[src/rtl/ps2_keyboard_rx.sv]
// ps2_keyboard_rx: PS/2 set-2 receiver producing the held-key scancode for the movement logic.
// Define PS2_EXTENDED_EN to track E0 prefixes and report them on is_extended.
module ps2_keyboard_rx #(
    parameter int FILTER_LEN     = 8,
    parameter int TIMEOUT_CYCLES = 200000
) (
    input  logic       clk,
    input  logic       rst,
    input  logic       ps2_clk,
    input  logic       ps2_data,
    output logic [7:0] key_code,
    output logic [7:0] code_byte,
    output logic       code_valid,
    output logic       is_break,
    output logic       is_extended,
    output logic       frame_err
);
    localparam int FW = $clog2(FILTER_LEN + 1);
    localparam int TW = $clog2(TIMEOUT_CYCLES + 1);
    localparam logic [FW-1:0] F_MAX = FW'(FILTER_LEN - 1);
    localparam logic [TW-1:0] T_MAX = TW'(TIMEOUT_CYCLES - 1);
`ifdef PS2_EXTENDED_EN
    localparam logic EXT_EN = 1'b1;
`else
    localparam logic EXT_EN = 1'b0;
`endif

    typedef enum logic [1:0] {IDLE, DATA, PARITY, STOP} state_t;

    logic [1:0]    clk_sync, dat_sync;
    logic [FW-1:0] fcnt;
    logic          filt, filt_d, fall, dat;
    state_t        state, state_n;
    logic [2:0]    idx, idx_n;
    logic [7:0]    shift, shift_n;
    logic          par, par_n;
    logic [TW-1:0] tcnt;
    logic          accept, err;
    logic          brk_pend, ext_pend;

    // The filtered clock flips only after FILTER_LEN consecutive samples disagree with it.
    always_ff @(posedge clk or negedge rst) begin
        if (!rst) begin
            clk_sync <= 2'b11;
            dat_sync <= 2'b11;
            fcnt     <= '0;
            filt     <= 1'b1;
            filt_d   <= 1'b1;
        end else begin
            clk_sync <= {clk_sync[0], ps2_clk};
            dat_sync <= {dat_sync[0], ps2_data};
            filt_d   <= filt;
            if (clk_sync[1] == filt) begin
                fcnt <= '0;
            end else if (fcnt == F_MAX) begin
                fcnt <= '0;
                filt <= clk_sync[1];
            end else begin
                fcnt <= fcnt + 1'b1;
            end
        end
    end

    assign fall = filt_d & ~filt;
    assign dat  = dat_sync[1];

    always_ff @(posedge clk or negedge rst) begin
        if (!rst) begin
            state <= IDLE;
            idx   <= '0;
            shift <= '0;
            par   <= 1'b0;
            tcnt  <= '0;
        end else begin
            state <= state_n;
            idx   <= idx_n;
            shift <= shift_n;
            par   <= par_n;
            tcnt  <= (fall || state == IDLE) ? '0 : tcnt + 1'b1;
        end
    end

    always_comb begin
        state_n = state;
        idx_n   = idx;
        shift_n = shift;
        par_n   = par;
        accept  = 1'b0;
        err     = 1'b0;
        if (fall) begin
            case (state)
                IDLE: begin
                    state_n = dat ? IDLE : DATA;
                    idx_n   = '0;
                end
                DATA: begin
                    shift_n = {dat, shift[7:1]};
                    idx_n   = idx + 1'b1;
                    state_n = (idx == 3'd7) ? PARITY : DATA;
                end
                PARITY: begin
                    par_n   = dat;
                    state_n = STOP;
                end
                default: begin
                    accept  = dat & ^{shift, par};
                    err     = ~accept;
                    state_n = IDLE;
                end
            endcase
        end else if (state != IDLE && tcnt == T_MAX) begin
            state_n = IDLE;
            err     = 1'b1;
        end
    end

    // Prefixes only arm flags; 00/FF are keyboard error codes and just clear them.
    always_ff @(posedge clk or negedge rst) begin
        if (!rst) begin
            key_code    <= 8'h00;
            code_byte   <= 8'h00;
            code_valid  <= 1'b0;
            is_break    <= 1'b0;
            is_extended <= 1'b0;
            frame_err   <= 1'b0;
            brk_pend    <= 1'b0;
            ext_pend    <= 1'b0;
        end else begin
            code_valid <= 1'b0;
            frame_err  <= err;
            if (accept) begin
                if (shift == 8'hF0) begin
                    brk_pend <= 1'b1;
                end else if (shift == 8'hE0) begin
                    ext_pend <= ext_pend | EXT_EN;
                end else begin
                    brk_pend <= 1'b0;
                    ext_pend <= 1'b0;
                    if (shift != 8'h00 && shift != 8'hFF) begin
                        code_valid  <= 1'b1;
                        code_byte   <= shift;
                        is_break    <= brk_pend;
                        is_extended <= ext_pend;
                        if (!brk_pend)
                            key_code <= shift;
                        else if (key_code == shift)
                            key_code <= 8'h00;
                    end
                end
            end
        end
    end
endmodule

[config.mk]
export PLATFORM = sky130hd
export DESIGN_NAME = ps2_keyboard_rx
export DESIGN_NICKNAME = d
export VERILOG_FILES = /design/src/rtl/ps2_keyboard_rx.sv
export SDC_FILE = /design/constraint.sdc
export NUM_CORES = 1
export LEC_CHECK = 0
export BUFFER_PORTS_ARGS = -buffer_cell sky130_fd_sc_hd__clkbuf_2
export CAP_MARGIN = 10
export CORE_ASPECT_RATIO = 1.5
export CORE_UTILIZATION = 45
export CTS_BUF_LIST = sky130_fd_sc_hd__clkbuf_4 sky130_fd_sc_hd__clkbuf_8
export CTS_CLUSTER_SIZE = 30
export DETAILED_ROUTE_END_ITERATION = 7
export MAX_ROUTING_LAYER = met4
export PLACE_DENSITY_LB_ADDON = 0.05
export SYNTH_ARGS = -nofsm -noshare
export SYNTH_HDL_FRONTEND = slang
export SYNTH_SLANG_ARGS = --single-unit
[constraint.sdc]
create_clock -name clk -period 2.7 [get_ports clk]
set_input_delay 0.81 -clock clk [delete_from_list [all_inputs] [get_ports clk]]
set_output_delay 0.81 -clock clk [all_outputs]
set_load 0.02 [all_outputs]
==> flow_summary.toml <==
[status]
status = "finished, final reports clean"

[logic_synthesis]
synth_area_per_cell_sq_um = 11.91
synth_area_leaders = "dfrtp_1 (47%), mux2_4 (8.5%), xnor2_1 (5.6%)"
synth.distinct_cells = 43
syn_inst = 251
synth.net_count = 259
netlist_area_sq_um = 2990
synth_flop_cell = "dfrtp_1"
yosysWarningCount = 0
synth.top_cell.area_share = 0.4686
synth-edff-count = 0
synth-seq-cells = 62
seq_area_frac_synth = 0.5213
yosysTopAreaCell = "dfrtp_1"
async_flop_share = 1.000

[placed_design]
post-place-ws_ns = 0.5401
place.gp.congestion = 0.8221
dp_hpwl_mm = 3.806
io_buffers = 22

[timing]
skew_ns = 0.008342
slew_violations = 0
setup_violations = 0
finalCritPeriodShare = 0.8069
rsz0062_at_grt = "false"
finalSetupTns_ns = 0
final_hold_viol_count = 0
fin_crit_ns = 2.179
setup_slack_ns = 0.5212
fmax_ghz = 0.4590

[power_and_ir_drop]
p_sw_frac = 0.2763
power_frac_clock = 0.377
finalPower_mw = 2.435
total_leakage_power_nw = 1.622
power_density_nw_per_um2 = 723.2
switching_power_uw = 672.7
internal-power_mw = 1.762
ir_drop_v = 0.0003834
seqPwrFrac = 0.451
p_comb_frac = 0.171

[setup_path]
crit_slowest_cell = "dfrtp_1"
crit_required_ns = 2.93
regToRegEndpoint = "key_code[7]"
worst_path_dominant_cell_family = "XOR/XNOR gates"
cp_max_fo = 8
cp_cell_sequence = "xnor2_2 > xnor3_2 > xnor2_4 > nand4_4 > mux2_4"
critPathLaunchType = "flip-flop"
reg2reg_depth = 5
critPathMaxStageDelay_ns = 0.54
endpoint_kind = "flip-flop"
path_class = "reg2reg"
rr_startpoint = "shift[1]"
crit_buf_inv = 0
crit_arrival_ns = 2.40
r2r_setup_slack_ns = 0.52

[worst_hold_path]
hold_path_class = "in2async"

[clock_tree]
cts_num_sinks = 62
holdBufCountCts = 0
htree_levels = 3
cts_tree = "yes"
cts_made_buffers = 9
cts_root_buf = "clkbuf_8"
cts_resized = 0
clk-insertion-delay-late_ns = 0.35
clk_path_buf_depth = 2
cts.clk_slew.worst_paths_ns = 0.07
post-cts-setup-buffers = 0

[detailed_routing]
ant_nets = 0
wl_per_cell_um = 14.96
first_iter_violations = 76
drcViolationCount = 0
avgViaCountPerCell = 5.167
dr.pass1.iters = 4
vias = 1829
drt-total-wl_mm = 5.297

[flow_run]
max-cap-violations = 0

[final_layout]
fill_cells = 596
drive_gt1_frac = 0.2986
area_growth_pct = 12.59
num_antenna_cells = 0
final_nets = 281

[die]
dieWidth_um = 68.56
ios = 24
fp.dieArea_sq_um = 6982
core_area_sq_um = 6441
row_count = 36
start_util = 0.4643
die_y_um = 101.8

[global_routing]
grtUsageTotal = 0.1833
antenna_found_initial = 0
grt_pass1_wl_mm = 8.776
grt_overflow = 0
grt_pass1_vias = 1830
grt_max_degree = 37
[worst max path at each step]
stage / endpoint / start / depth (start not counted)
finish: key_code[7] / shift[1] / 5
global route: key_code[7] / shift[1] / 5
CTS: key_code[7] / shift[1] / 5
detailed placement: key_code[0] / shift[1] / 5
global placement: key_code[4] / shift[2] / 5
floorplan: key_code[0] / shift[2] / 6
[synth_stat cells (2+ instances only)]
library cell	n
a21oi_1	3
a31oi_1	2
and2_1	3
and3_1	3
and4_1	2
buf_2	2
buf_6	2
clkbuf_1	9
dfrtp_1	56
dfstp_2	6
ha_1	4
inv_1	4
mux2_2	10
mux2_4	17
nand2_1	15
nand3_1	9
nand4_1	6
nor2_1	25
nor2b_1	10
nor3_1	4
nor4_1	5
o21ai_0	5
o21ai_1	2
xnor2_1	19
xnor2_2	3
xor2_1	8
[flip-flops by register name (all words and copies together), names as in the netlist]
signal and flops:
tcnt 18, filt 1, clk_sync 2, frame_err 1, par 1, fcnt 4
shift 8, key_code 8, state 2, is_break 1, code_valid 1, idx 3
filt_d 1, brk_pend 1, dat_sync 2, code_byte 8
[per-layer routing]
metal	wire length (um)	share of wire	vias up	global-route usage
li1	-	-	893	-
met1	2169	0.41	893	0.1977
met2	2819	0.53	31	0.3032
met3	183	0.035	12	0.04464
met4	124	0.023	0	0.09615
met5	0	0	-	-
[per-stage QoR]
stage | area [sq um] | cells | util | hold slack (ns)
2_1_floorplan | 2990 | 251 | - | 0.3452
3_3_place_gp | 3144 | 338 | 0.4882 | 0.3466
3_5_place_dp | 3144 | 338 | 0.4882 | 0.3472
4_1_cts | 3367 | 354 | 0.5227 | 0.2271
5_1_grt | 3367 | 354 | 0.5227 | 0.2287
6_report | 3367 | 354 | 0.5227 | 0.2396
[power groups by stage]
stage / clock network [mW] / logic [mW] / registers (mW)
2_1_floorplan: 0 / 0.368 / 1.08
3_3_place_gp: 0 / 0.425 / 1.12
3_5_place_dp: 0 / 0.429 / 1.12
4_1_cts: 0.943 / 0.432 / 1.10
5_1_grt: 0.983 / 0.473 / 1.11
6_report: 0.919 / 0.417 / 1.10
[layout by cell type (no fill, tap or decap), drive strengths merged, types with 2 or more instances in the layout]
master / count
a21oi: 3
a31oi: 2
and2: 3
and3: 3
and4: 2
buf: 3
bufinv: 2
clkbuf: 34
clkinv: 2
dfrtp: 56
dfstp: 6
ha: 4
inv: 5
mux2: 27
nand2: 15
nand3: 10
nand4: 7
nor2: 25
nor2b: 10
nor3: 4
nor4: 5
o21ai: 7
xnor2: 23
xor2: 8
[logic make-up after synthesis]
kind of cell | share of synthesized area
adders and majority gates | 0.01674
other | 0.001254
xor gates and xnor gates | 0.1126
muxes | 0.1230
AOI/OAI and AO/OA | 0.03766
buffers and inverters | 0.03096
DFF | 0.5213
and+or+nand+nor | 0.1565
[area by class of cell]
type                       instances  area [sq um]  share of cell area
sequential                        62          1559              0.4630
clock buffer                      12         152.6             0.04534
clock inverter                     4         70.07             0.02081
inverter                           5         18.77            0.005574
timing repair buffer              25         132.6             0.03939
tap                               76         95.09             0.02824
multi-input combinational        170          1339              0.3976
No activity file was read; power rests on OpenSTA's default activity.
